### src/rtl/x32_to_q15.sv
// x32_to_q15: registered conversion of a 32-bit integer, signed or unsigned,
// into the 64-bit Q15 fixed-point format. The Q15 format has 16 integer bits,
// including the sign, and 48 fractional bits. Out-of-range inputs clamp
// symmetrically. The code 0x8000_0000_0000_0000 is never produced.
module x32_to_q15 (
    input  logic        clk,
    input  logic        reset,
    input  logic        valid_in,
    input  logic        sign_mask,
    input  logic [31:0] x32_data,
    output logic        valid_out,
    output logic [63:0] q15_data,
    output logic        saturated
);

    localparam logic [63:0] Q15_MAX     = 64'h7FFF_FFFF_FFFF_FFFF;
    localparam logic [63:0] Q15_MIN_SYM = 64'h8000_0000_0000_0001;
    localparam logic [31:0] X32_NEG_LIM = 32'hFFFF_8000;

    logic [16:0] w_upper;
    logic        w_upper_zero;
    logic        w_upper_ones;
    logic        w_in_range;
    logic        w_clamp_neg;
    logic [63:0] w_q15;
    logic        w_sat;

    logic        r_valid;
    logic [63:0] r_q15;
    logic        r_sat;

    assign w_upper      = x32_data[31:15];
    assign w_upper_zero = (w_upper == '0);
    assign w_upper_ones = (w_upper == '1);

    // Select the in-range, clamped-low, or clamped-high result for the current input.
    // The upper-bit pattern of -32768 is the same as the pattern of -32767, so
    // -32768 is excluded by an explicit compare that makes it clamp symmetrically.
    always_comb begin
        w_in_range  = 1'b0;
        w_clamp_neg = 1'b0;
        if (sign_mask) begin
            w_in_range  = (w_upper_zero || w_upper_ones) && (x32_data != X32_NEG_LIM);
            w_clamp_neg = x32_data[31];
        end else begin
            w_in_range  = w_upper_zero;
        end

        w_q15 = {x32_data[15:0], 48'h0};
        w_sat = 1'b0;
        if (!w_in_range) begin
            w_sat = 1'b1;
            w_q15 = w_clamp_neg ? Q15_MIN_SYM : Q15_MAX;
        end
    end

    // Output register. Reset takes priority over a valid input.
    // When valid_in is low, the data and saturation flag hold their values.
    always_ff @(posedge clk) begin
        if (reset) begin
            r_valid <= 1'b0;
            r_q15   <= '0;
            r_sat   <= 1'b0;
        end else begin
            r_valid <= valid_in;
            if (valid_in) begin
                r_q15 <= w_q15;
                r_sat <= w_sat;
            end
        end
    end

    assign valid_out = r_valid;
    assign q15_data  = r_q15;
    assign saturated = r_sat;

endmodule

### config.mk
export PLATFORM = sky130hd
export DESIGN_NAME = x32_to_q15
export DESIGN_NICKNAME = d
export VERILOG_FILES = /design/src/rtl/x32_to_q15.sv
export SDC_FILE = /design/constraint.sdc
export NUM_CORES = 1
export LEC_CHECK = 0
export BUFFER_PORTS_ARGS = -buffer_cell sky130_fd_sc_hd__buf_2
export CAP_MARGIN = 0
export CORE_UTILIZATION = 37
export DETAILED_ROUTE_END_ITERATION = 10
export HOLD_SLACK_MARGIN = 0.02
export PLACE_DENSITY_LB_ADDON = 0.2
export SLEW_MARGIN = 15
export SYNTH_ARGS = -nofsm -noshare
export SYNTH_HDL_FRONTEND = slang
export SYNTH_SLANG_ARGS = --single-unit
### constraint.sdc
create_clock -name clk -period 2 [get_ports clk]
set_input_delay 0.1 -clock clk [delete_from_list [all_inputs] [get_ports clk]]
set_output_delay 0.1 -clock clk [all_outputs]
set_load 0.005 [all_outputs]
# [Word-level counts from Yosys, hierarchy flattened]
# Cells that the tools add are included.
[classes] reduce_logical=3 mux=5 eq_ne=2
[ops] operator="$mux W64" count=2
[ops] operator="$ne A32 B32 Y1 const B" count=1
[ops] operator="$eq A17 B17 Y1 const B" count=1
[ops] operator="$logic_not A17 Y1" count=1
[ops] operator="$mux W1" count=3
[ops] operator="$logic_and A1 B1 Y1" count=1
[ops] operator="$logic_or A1 B1 Y1" count=1
[word_totals] word_cells=13 regBits=66 out_inout_bits=66 in_bits=36

# [Longest topological paths before layout]
# Gate-level depths: netlist (run 1).
[depth] word_depth=5 mapped_depth=7 depth_no_buf=5

# [Worst setup path before layout (run 1)]
# No wires, ideal clock.
[synth_path] kind="input-to-reg" from="input port x32_data[26]" to="register r_q15[48], in the netlist q15_data[48]" t_required_ps=1878 t_arrival_ps=1560 slack_ps=319 n_path_buf=2 path_stages=7 setup_time_ps=122 cell_sequence="nor4_1 nand4_1 or4_4 and3_1 buf_6 buf_6 a221o_1"
[synth_via] elab_chain_len=5 elab_cells_between_ends=7 classes_between="2 x eq/ne; 2 x mux; 3 x reduce/logical"
[synth_rtl] element="start, declared" line="10" source="input logic [31:0] x32_data,"
[synth_rtl] element="$eq A17 B17 Y1 or $logic_not A17 Y1 (tied branches)" line="34, 33"
[synth_rtl] element="$logic_or A1 B1 Y1" line="43" source="w_in_range = (w_upper_zero || w_upper_ones) && (x32_data != X32_NEG_LIM);"
[synth_rtl] element="$logic_and A1 B1 Y1" line="43"
[synth_rtl] element="$mux W1 (*)" line="42" source="if (sign_mask) begin"
[synth_rtl] element="$mux W64 (*)" line="51" source="if (!w_in_range) begin"
[synth_rtl] element="end signal, assigned" line="67" source="r_q15 <= w_q15;"
[synth_rtl] element="end, declared" line="29" source="logic [63:0] r_q15;"
# Every way passes the cells marked *; elsewhere a longest branch is shown, timed or not.
# A chain may end at the register's enable or synchronous reset.

# [Worst setup path in the final report (run 1)]
[layout_path] from="input port x32_data[26]" to="register r_q15[60], in the netlist q15_data[60]"
# The elaborated chain is that of the path after synthesis.

==> results of run 1 <==
-- metal layers --
metal / GRT usage (%) / up-vias / wire [um] / share of wire (%)
met2: 21.34 / 71 / 1057 / 47
li1: - / 503 / - / -
met3: 1.382 / 2 / 218 / 9.7
met5: 0 / - / 0 / 0
met4: 5.226 / 0 / 17 / 0.76
met1: 17.40 / 442 / 951 / 42
-- power by group --
part           internal (W)  switching (W)  leakage (nW)
combinational      0.000106      0.0000919         0.579
sequential         0.000406      0.0000140         0.158
clock             0.0000742       0.000114        0.0177
total              0.000586       0.000220         0.755
-- cells by family after synthesis --
group                  after synthesis  synth area share [%]
buffers and inverters               54                 35.43
AO/OA/AOI/OAI                       19                 16.59
flip-flops                          19                 34.08
AND/OR/NAND/NOR                     28                 13.90
-- state kept, by name, indices dropped and copies added (netlist names) --
register,cells
valid_out,1
q15_data,18
-- worst min path at each step --
| stage | startpoint | end | slack, ns | cells after the start |
|---|---|---|---|---|
| floorplan | reset | q15_data[63]$_SDFFE_PP0P_ | 0.17 | 1 |
| global placement | reset | q15_data[63]$_SDFFE_PP0P_ | 0.33 | 2 |
| detailed placement | reset | q15_data[63]$_SDFFE_PP0P_ | 0.34 | 2 |
| CTS | reset | q15_data[63]$_SDFFE_PP0P_ | 0.02 | 2 |
| global route | x32_data[6] | q15_data[54]$_SDFFE_PP0P_ | 0.03 | 2 |
| finish | reset | q15_data[63]$_SDFFE_PP0P_ | 0.03 | 2 |
-- worst max-delay path: stages --
cell and delay, ns:
buf_2 0.11, nor4_1 0.30, nand4_1 0.13, or4_4 0.45, and3_1 0.35, a221o_1 0.33
-- cell usage after synthesis --
| master | count | share of area, % |
|---|---|---|
| clkbuf_1 | 1 | 0.34 |
| nand3_1 | 3 | 1.3 |
| buf_2 | 1 | 0.45 |
| a31oi_1 | 1 | 0.56 |
| a221o_1 | 15 | 13 |
| nor4_1 | 6 | 3.4 |
| buf_4 | 47 | 32 |
| dfxtp_1 | 19 | 34 |
| nor3_1 | 3 | 1.3 |
| nand4_1 | 5 | 2.8 |
| o22ai_2 | 1 | 1.1 |
| buf_6 | 2 | 2.0 |
| and3_1 | 1 | 0.56 |
| nor2b_1 | 1 | 0.56 |
| o2111a_1 | 1 | 1.0 |
| or2_2 | 1 | 0.56 |
| or4_4 | 1 | 1.0 |
| a21oi_1 | 1 | 0.45 |
| nor2_1 | 3 | 1.0 |
| nand2_1 | 4 | 1.3 |
| inv_1 | 3 | 1.0 |
-- stage by stage --
stage | hold slack [ns] | worst slack, ns | total power, W | cells | utilization [%]
floorplan | 0.1691 | 0.3187 | 0.0005843 | 120 | -
global placement | 0.3320 | 0.1404 | 0.0006266 | 203 | 46.03
detailed placement | 0.3422 | 0.09844 | 0.0006275 | 203 | 46.03
CTS | 0.02190 | 0.4076 | 0.0008141 | 207 | 47.01
global route | 0.03094 | 0.3279 | 0.0008582 | 207 | 47.01
finish | 0.03187 | 0.4169 | 0.0008058 | 207 | 47.01
-- layout make-up --
| cell class | instances | area (um^2) |
|---|---|---|
| Clock buffer | 3 | 22.52 |
| Fill cell | 266 | 1486 |
| Inverter | 3 | 11.26 |
| Clock inverter | 1 | 5.005 |
| Tap cell | 31 | 38.79 |
| Multi-Input combinational cell | 47 | 340.3 |
| Timing Repair Buffer | 103 | 520.5 |
| Sequential cell | 19 | 380.4 |
==> results.md, run 1 <==
- Status: finished with violations
- Failing checks: design-rule violations
- Antenna-violating nets left: 0
- Critical Path RT: 2.19 ns
- GRT overflow: 0
- Period utilization: 79.15%
- Final hold violation count: 0
- Postcts setup bufs: 0
- Clk_lat worst skew: 0.28 ns
- First-pass GRT wire length: 3353 um
- WL/cell: 10.85 um
- Starting density of the core: 39.79%
- Via/cell ratio: 4.918
- Reg2reg start: q15_data[47]$_SDFFE_PP0P_
- YS warnings: 0
- Most frequent cells in the layout: buf_2, dfxtp_1, a221o_1
- Critical path capture point type: flip-flop
- Layout area overhead: 18.16%
- Crit path kind: input pin to flip-flop
- Placed cell area: 1291 um^2
- Actual slew at the worst max-slew pin: 0.9477 ns
- Total CTS buffers: 3
- Post-CTS Hold Buffers: 0
- Post-Syn Area per Cell: 9.301 um^2
- Clock Skew: 0 ns
- Register-to-Register Path Depth: 4
- Share of layout cells above drive strength 1: 62.50%
- Gr usage total: 12.99%
- Syn Nets: 156
- Max Cap Viol: 0
- Cell count after synthesis: 120
- Via count: 1,018
- Residual DRC: 18
- Vias in the first global route: 729
- Final Slew Violations: 0
- Final Critical Period: 1.583 ns
- RR Endpoint: q15_data[47]$_SDFFE_PP0P_
- Die X: 56.92 um
- Worst path arrival time: 1.77 ns
- Commonest non-fill, non-tap cell in the layout: buf_2
- H-tree depth: 1
- Sink Count: 19
- Dpl hpwl: 1785 um
- Final setup TNS: 0 ns
- Yosys cell types: 21
- LEAKAGE: 0.7548 nW
- Root buffer cell: clkbuf_4
- Ports: 102
- #FFs+latches synth: 19
- CP max FO: 15
- Design Area, Final: 1319 um^2
- Initial antenna violation count: 0
- CP Capture Point: q15_data[60]$_SDFFE_PP0P_
- CORE AREA: 2805 um^2
- Largest net degree at the start of global routing: 49
- Die Area: 3240 um^2
- # diodes: 0
- Worst hold path class: input pin to flip-flop
- Routed wire length: 2245 um
- Slew HR: 36.59%
- Pwr dens: 611.0 nW/um^2
- Crit path launch type: input pin
- Maximum clock frequency: 631.7 MHz
- Unrepaired setup endpoints after global routing: no
- Height of the die: 56.92 um
- IR drop worst, VDD: 294.2 uV
- Clock slew seen by the registers of the worst setup and hold paths: 0.11 ns
- Final Wtd Congestion: 0.7323
- Initial DRT Pass Iterations: 7
- CTS Buffer Depth: 2
- # setup viols final: 0
- Mapped cell area: 1116 um^2
- Input/output buffers: 101
- CTS tree: done
- Worst setup path startpoint: x32_data[26]
- Post_cts resized: 0
- Seq/Total Area, Yosys: 34.08%
- # rows: 19
- DR iter-0 viols: 39
- Nets: 213
- Reg2Reg Setup Slack: 1.04 ns
Power figures use the tool's default switching activity.
==> run 2: changes to the inputs <==
--- a/config.mk
+++ b/config.mk
@@ -5,6 +5,7 @@
 export SDC_FILE = /design/constraint.sdc
 export NUM_CORES = 1
 export LEC_CHECK = 0
+export ABC_AREA = 1
 export BUFFER_PORTS_ARGS = -buffer_cell sky130_fd_sc_hd__buf_2
 export CAP_MARGIN = 0
 export CORE_UTILIZATION = 37
==> constraint.sdc (replaced) <==
create_clock -name clk -period 1.35 [get_ports clk]
set_input_delay 0.0675 -clock clk [delete_from_list [all_inputs] [get_ports clk]]
set_output_delay 0.0675 -clock clk [all_outputs]
set_load 0.005 [all_outputs]
==> results.md, run 2 <==
- WL/cell: 9.253 um (was 10.85 um)
- Cell accounting for the most synthesized area: dfxtp_1 (unchanged)
- Actual slew at the worst max-slew pin: 0.3546 ns (was 0.9477 ns)
- Crit path buffers/inverters: 5 (was 1)
- Via/cell ratio: 4.162 (was 4.918)
- # diodes: 0 (unchanged)
- Reg2Reg Setup Slack: 0.51 ns (was 1.04 ns)
- Reg2reg start: q15_data[47]$_SDFFE_PP0P_ (unchanged)
- Asr flop ratio synth: 0% (unchanged)
- YS warnings: 0 (unchanged)
- Root buffer cell: clkbuf_8 (was clkbuf_4)
- Clock Skew: 0 ns (unchanged)
- Main synth FF type: dfxtp_1 (unchanged)
- Final Slew Violations: 0 (unchanged)
- Ports: 102 (unchanged)
- Critical Path RT: 1.55 ns (was 2.19 ns)
- #FFs+latches synth: 19 (unchanged)
- Critical path capture point type: flip-flop (unchanged)
- Cell count after synthesis: 205 (was 120)
- Residual DRC: 0 (was 18)
- Nets: 297 (was 213)
- Mapped cell area: 1440 um^2 (was 1116 um^2)
- Yosys top cell area share: 26.41% (was 34.08%)
- Commonest non-fill, non-tap cell in the layout: buf_2 (unchanged)
- Placement Setup Slack: 0.03952 ns (was 0.09844 ns)
- Final Critical Period: 1.128 ns
- Antenna-violating nets left: 0 (unchanged)
- Die X: 64.39 um (was 56.92 um)
- Pwr dens: 819.3 nW/um^2 (was 611.0 nW/um^2)
- FILL cells: 422 (was 266)
- Worst hold path class: input pin to flip-flop (unchanged)
- Maximum clock frequency: 886.3 MHz
- Crit path kind: input pin to flip-flop (unchanged)
- Max Cap Viol: 0 (unchanged)
- HP Start: x32_data[13] (was reset)
- Largest cells by area after synthesis: dfxtp_1, buf_4, nand2_1 (was dfxtp_1, buf_4, a221o_1)
- Crit path launch type: input pin (unchanged)
- Crit-path slowest cell: dlygate4sd3_1 (was or4_4)
- Seq/Total Area, Yosys: 26.41% (was 34.08%)
- Most frequent cell after synthesis: nand2_1 (was buf_4)
- Crit-path max cell delay: 0.53 ns (was 0.45 ns)
- DR iter-0 viols: 31 (was 39)
- Post-Syn Area per Cell: 7.025 um^2 (was 9.301 um^2)
- Input/output buffers: 101 (unchanged)
- Most frequent CP cell: inv_1
- Unrepaired setup endpoints after global routing: no (unchanged)
- Yosys cell types: 18 (was 21)
- Total CTS buffers: 3 (unchanged)
- CP top delay family: buffers and inverters (was simple AND/OR/NAND/NOR gates)
- Slew HR: 76.33% (was 36.59%)
- Final Wtd Congestion: 0.7240 (was 0.7323)
- Vias in the first global route: 1,063 (was 729)
- Postcts setup bufs: 0 (unchanged)
- Worst path arrival time: 1.33 ns (was 1.77 ns)
- Reg area: 384.1 um^2 (was 380.4 um^2)
- Share of layout cells above drive strength 1: 47.31% (was 62.50%)
- CORE AREA: 3689 um^2 (was 2805 um^2)
- Starting density of the core: 39.04% (was 39.79%)
- Max reg flops: 18 (unchanged)
- Largest net degree at the start of global routing: 49 (unchanged)
- Status: complete, no violations (was finished with violations)
- Final WS setup: 0.2217 ns (was 0.4169 ns)
- Layout area overhead: 14.42% (was 18.16%)
- Die Area: 4145 um^2 (was 3240 um^2)
- Sink Count: 19 (unchanged)
- Initial antenna violation count: 0 (unchanged)
- CTS Buffer Depth: 2 (unchanged)
- Final setup TNS: 0 ns (unchanged)
- # rows: 22 (was 19)
- Height of the die: 64.39 um (was 56.92 um)
- Most frequent cells in the layout: buf_2, nand2_1, nor2_1, nand3_1, dfxtp_1 (was buf_2, dfxtp_1, a221o_1)
- GRT overflow: 0 (unchanged)
- LEAKAGE: 1.039 nW (was 0.7548 nW)
- Clk_lat worst skew: 0.25 ns (was 0.28 ns)
- Post-synth top cells: nand2_1, buf_4, nand3_1, nor2_1, dfxtp_1 (was buf_4, dfxtp_1, a221o_1)
- Area of the multi-input gates: 556.8 um^2 (was 340.3 um^2)
- CP max FO: 12 (was 15)
- H-tree depth: 1 (unchanged)
- # setup viols final: 0 (unchanged)
- EDFF count, synth: 0 (unchanged)
- Period utilization: 83.58%
- Initial DRT Pass Iterations: 4 (was 7)
- Crit-path cells: dlygate4sd3_1 > buf_2 > inv_1 > buf_4 > nand2_1 > inv_1 (was buf_2 > nor4_1 > nand4_1 > or4_4 > and3_1 > a221o_1)
- Routed wire length: 2850 um (was 2245 um)
- Syn Nets: 241 (was 156)
- Dpl hpwl: 2234 um (was 1785 um)
- Clock slew seen by the registers of the worst setup and hold paths: 0.07 ns (was 0.11 ns)
- Gr usage total: 13.85% (was 12.99%)
- CTS tree: done (unchanged)
- IR drop worst, VDD: 520.3 uV (was 294.2 uV)
- Worst setup path startpoint: reset (was x32_data[26])
- First-pass GRT wire length: 4505 um (was 3353 um)
- Final hold violation count: 0 (unchanged)
- Via count: 1,282 (was 1,018)
==> run 2: final timing paths <==
kind / end / cells after the start
setup / recovery: q15_data[58]$_SDFFE_PP0P_ / 6
hold / removal: q15_data[61]$_SDFFE_PP0P_ / 5
setup reg to reg: q15_data[47]$_SDFFE_PP0P_ / 2
hold reg to reg: q15_data[63]$_SDFFE_PP0P_ / 2
==> run 2: routing by layer <==
metal / global-route usage (%) / routed length (um) / vias up
li1: - / - / 695
met1: 16.29 / 1253 / 538
met2: 23.95 / 1387 / 47
met3: 4.643 / 189 / 2
met4: 3.333 / 21 / 0
met5: 0 / 0 / -
==> run 2: logic make-up after synthesis <==
kind of cell	count (synthesis)	synth area share [%]
and+or+nand+nor	110	37.27
DFF	19	26.41
buffers and inverters	72	34.93
AOI/OAI and AO/OA	4	1.389
==> run 2: power by group <==
part / leakage (nW) / switching [W] / internal (W)
sequential: 0.158 / 0.0000324 / 0.000598
combinational: 0.858 / 0.000164 / 0.000168
clock: 0.0228 / 0.000179 / 0.000210
==> run 2: worst min-delay path: stages <==
cell and delay [ns]:
buf_2 0.09, nand3_1 0.08, nand3_2 0.06, nand2_1 0.04, inv_1 0.04
==> run 2: cell type report <==
type                       instances  share of cell area [%]
clock buffer                       4                   2.733
inverter                          19                   4.328
multi-input combinational        114                   33.79
sequential                        19                   23.31
tap                               48                   3.645
timing repair buffer             104                   32.19
==> run 2: timing repair <==
item / in CTS / in global routing
resized for setup: 0 / 1
hold endpoints to repair: 2 / 0
hold buffers: 1 / 0
setup endpoints to repair: 0 / 22
==> run 2: stage by stage <==
step                      utilization, %  std cells  area (um^2)  hold WS [ns]  total power (W)
after floorplan                        -        205         1441        0.1292        0.0009184
after global placement             43.11        303         1590        0.2750        0.0009773
after detailed placement           43.11        303         1590        0.2810        0.0009798
after CTS                          44.61        308         1645        0.1366         0.001376
after global routing               44.67        308         1648        0.1620         0.001453
final                              44.67        308         1648        0.1406         0.001350
==> run 3: changes to the inputs <==
--- a/config.mk
+++ b/config.mk
@@ -8,7 +8,7 @@
 export ABC_AREA = 1
 export BUFFER_PORTS_ARGS = -buffer_cell sky130_fd_sc_hd__buf_2
 export CAP_MARGIN = 0
-export CORE_UTILIZATION = 37
+export CORE_UTILIZATION = 41
 export DETAILED_ROUTE_END_ITERATION = 10
 export HOLD_SLACK_MARGIN = 0.02
 export PLACE_DENSITY_LB_ADDON = 0.2
==> constraint.sdc (replaced) <==
create_clock -name clk -period 1.1 [get_ports clk]
set_input_delay 0.055 -clock clk [delete_from_list [all_inputs] [get_ports clk]]
set_output_delay 0.055 -clock clk [all_outputs]
set_load 0.005 [all_outputs]
==> results.md, run 3 (same netlist as run 2, synthesis figures left out) <==
- Status: complete, no violations (unchanged)
- Worst path arrival time: 1.27 ns (was 1.33 ns)
- H-tree depth: 1 (unchanged)
- Area of the multi-input gates: 556.8 um^2 (unchanged)
- Critical path capture point type: flip-flop (unchanged)
- Starting density of the core: 42.82% (was 39.04%)
- Final setup TNS: 0 ns (unchanged)
- CP top delay family: buffers and inverters (unchanged)
- CP max FO: 10 (was 12)
- Layout area overhead: 20.59% (was 14.42%)
- Final WS setup: 0.04308 ns (was 0.2217 ns)
- Antenna-violating nets left: 0 (unchanged)
- Sink Count: 19 (unchanged)
- DR WL met3: 241 um (was 189 um)
- GRT overflow: 0 (unchanged)
- Commonest non-fill, non-tap cell in the layout: buf_2 (unchanged)
- DR iter-0 viols: 35 (was 31)
- Total CTS buffers: 3 (unchanged)
- CTS Buffer Depth: 2 (unchanged)
- Die X: 61.27 um (was 64.39 um)
- Crit path kind: input pin to flip-flop (unchanged)
- Hold Path Depth: 5 (unchanged)
- Actual slew at the worst max-slew pin: 0.3406 ns (was 0.3546 ns)
- Final Critical Period: 1.057 ns
- # setup viols final: 0 (unchanged)
- Crit-path max cell delay: 0.52 ns (was 0.53 ns)
- Clk_lat worst skew: 0.30 ns (was 0.25 ns)
- Dpl hpwl: 2213 um (was 2234 um)
- CORE AREA: 3363 um^2 (was 3689 um^2)
- Worst setup path startpoint: reset (unchanged)
- Design Area, Final: 1737 um^2 (was 1648 um^2)
- HP Start: x32_data[0] (was x32_data[13])
- Share of layout cells above drive strength 1: 50.00% (was 47.31%)
- Placed cells: 309 (was 303)
- Max reg flops: 18 (unchanged)
- Placed cell area: 1660 um^2 (was 1590 um^2)
- Final hold violation count: 0 (unchanged)
- # diodes: 0 (unchanged)
- LEAKAGE: 1.087 nW (was 1.039 nW)
- Max Cap Viol: 0 (unchanged)
- Final hold slack: 0.07969 ns (was 0.1406 ns)
- Via count: 1,350 (was 1,282)
- Top layer reached by signal wires: met4 (unchanged)
- M1 WL: 1313 um (was 1253 um)
- Slew HR: 77.25% (was 76.33%)
- FILL cells: 368 (was 422)
- Initial antenna violation count: 0 (unchanged)
- Via/cell ratio: 4.272 (was 4.162)
- IR drop worst, VDD: 456.9 uV (was 520.3 uV)
- Input/output buffers: 101 (unchanged)
- RR Endpoint: q15_data[61]$_SDFFE_PP0P_ (was q15_data[47]$_SDFFE_PP0P_)
- WL/cell: 9.139 um (was 9.253 um)
- Maximum clock frequency: 946.1 MHz
- First-pass GRT wire length: 4416 um (was 4505 um)
- CTS tree: done (unchanged)
- Largest net degree at the start of global routing: 48 (was 49)
- Pwr dens: 911.1 nW/um^2 (was 819.3 nW/um^2)
- # rows: 21 (was 22)
- Vias in the first global route: 1,021 (was 1,063)
- Crit path launch type: input pin (unchanged)
- Crit-path slowest cell: dlygate4sd3_1 (unchanged)
- Crit-path cells: dlygate4sd3_1 > buf_2 > clkinvlp_4 > buf_4 > nand2_1 > inv_1 (was dlygate4sd3_1 > buf_2 > inv_1 > buf_4 > nand2_1 > inv_1)
- Height of the die: 61.27 um (was 64.39 um)
- Period utilization: 96.08%
- Worst hold path endpoint: q15_data[48]$_SDFFE_PP0P_ (was q15_data[61]$_SDFFE_PP0P_)
- Crit path buffers/inverters: 5 (unchanged)
- Reg2Reg Setup Slack: 0.44 ns (was 0.51 ns)
- Met2 WL: 1318 um (was 1387 um)
- Nets: 307 (was 297)
- Root buffer cell: clkbuf_4 (was clkbuf_8)
- Non-Filler Instances: 316 (was 308)
- Residual DRC: 0 (unchanged)
- Initial DRT Pass Iterations: 4 (unchanged)
- Reg area: 384.1 um^2 (unchanged)
- Most frequent cells in the layout: buf_2, nand2_1, nor2_1, nand3_1, dfxtp_1 (unchanged)
- Clock slew seen by the registers of the worst setup and hold paths: 0.11 ns (was 0.07 ns)
- Final Slew Violations: 0 (unchanged)
- Ports: 102 (unchanged)
- Final Wtd Congestion: 0.6830 (was 0.7240)
- Critical Path RT: 1.31 ns (was 1.55 ns)
- Clock Skew: 0 ns (unchanged)
- Register-to-Register Path Depth: 4 (was 2)
- Worst hold path class: input pin to flip-flop (unchanged)
- Gr usage total: 15.82% (was 13.85%)
- Die Area: 3753 um^2 (was 4145 um^2)
- Reg2reg start: q15_data[61]$_SDFFE_PP0P_ (was q15_data[47]$_SDFFE_PP0P_)
- Routed wire length: 2888 um (was 2850 um)
- Placement Setup Slack: -0.1756 ns (was 0.03952 ns)
==> run 3: changes by cell type in the layout (fill, tap and decap cells not counted), sizes merged <==
cell	change
buf	+9
clkinv	+1
clkinvlp	+1
inv	-1
==> run 3: through the flow <==
step,power (W),utilization [%]
final,0.001582,51.64
after global routing,0.001706,51.64
after CTS,0.001591,50.48
after detailed placement,0.001228,49.37
after global placement,0.001226,49.37
after floorplan,0.001127,-
==> run 3: cell type report <==
type / instances / share of cell area, %
inverter: 19 / 4.323
multi-input combinational: 114 / 32.06
clock inverter: 1 / 0.2882
clock buffer: 3 / 1.297
tap: 46 / 3.314
timing repair buffer: 114 / 36.60
sequential: 19 / 22.12
==> run 3: repair_timing <==
action	in CTS	in global routing
gates resized for setup	0	2
setup endpoints to repair	0	50
hold buffers	1	0
hold endpoints to repair	3	0
buffers inserted	0	1
==> run 3: worst max-delay path by stage <==
stage,end,slack [ns],depth (start not counted)
finish,q15_data[58]$_SDFFE_PP0P_,0.04,6
global route,q15_data[56]$_SDFFE_PP0P_,-0.001,6
CTS,q15_data[19],0.04,2
detailed placement,q15_data[57]$_SDFFE_PP0P_,-0.18,10
global placement,q15_data[55]$_SDFFE_PP0P_,-0.16,10
floorplan,q15_data[47]$_SDFFE_PP0P_,0.08,2
==> run 3: worst register-to-register path: stages (launching register included) <==
cell and delay (ns):
dfxtp_1 0.34, nand2_1 0.08, nand3_2 0.07, nand2_1 0.07, inv_1 0.04
==> run 3: per-layer routing <==
metal	vias up	global-route usage [%]
met3	2	4.412
met2	60	26.24
met5	-	0
li1	720	-
met4	0	3.896
met1	568	20.28
==> run 3: power by group <==
group | total [W] | leakage (nW) | internal [W] | switching (W)
Sequential | 0.000757 | 0.158 | 0.000733 | 0.0000242
Combinational | 0.000469 | 0.911 | 0.000243 | 0.000226
Clock | 0.000356 | 0.0177 | 0.000136 | 0.000220
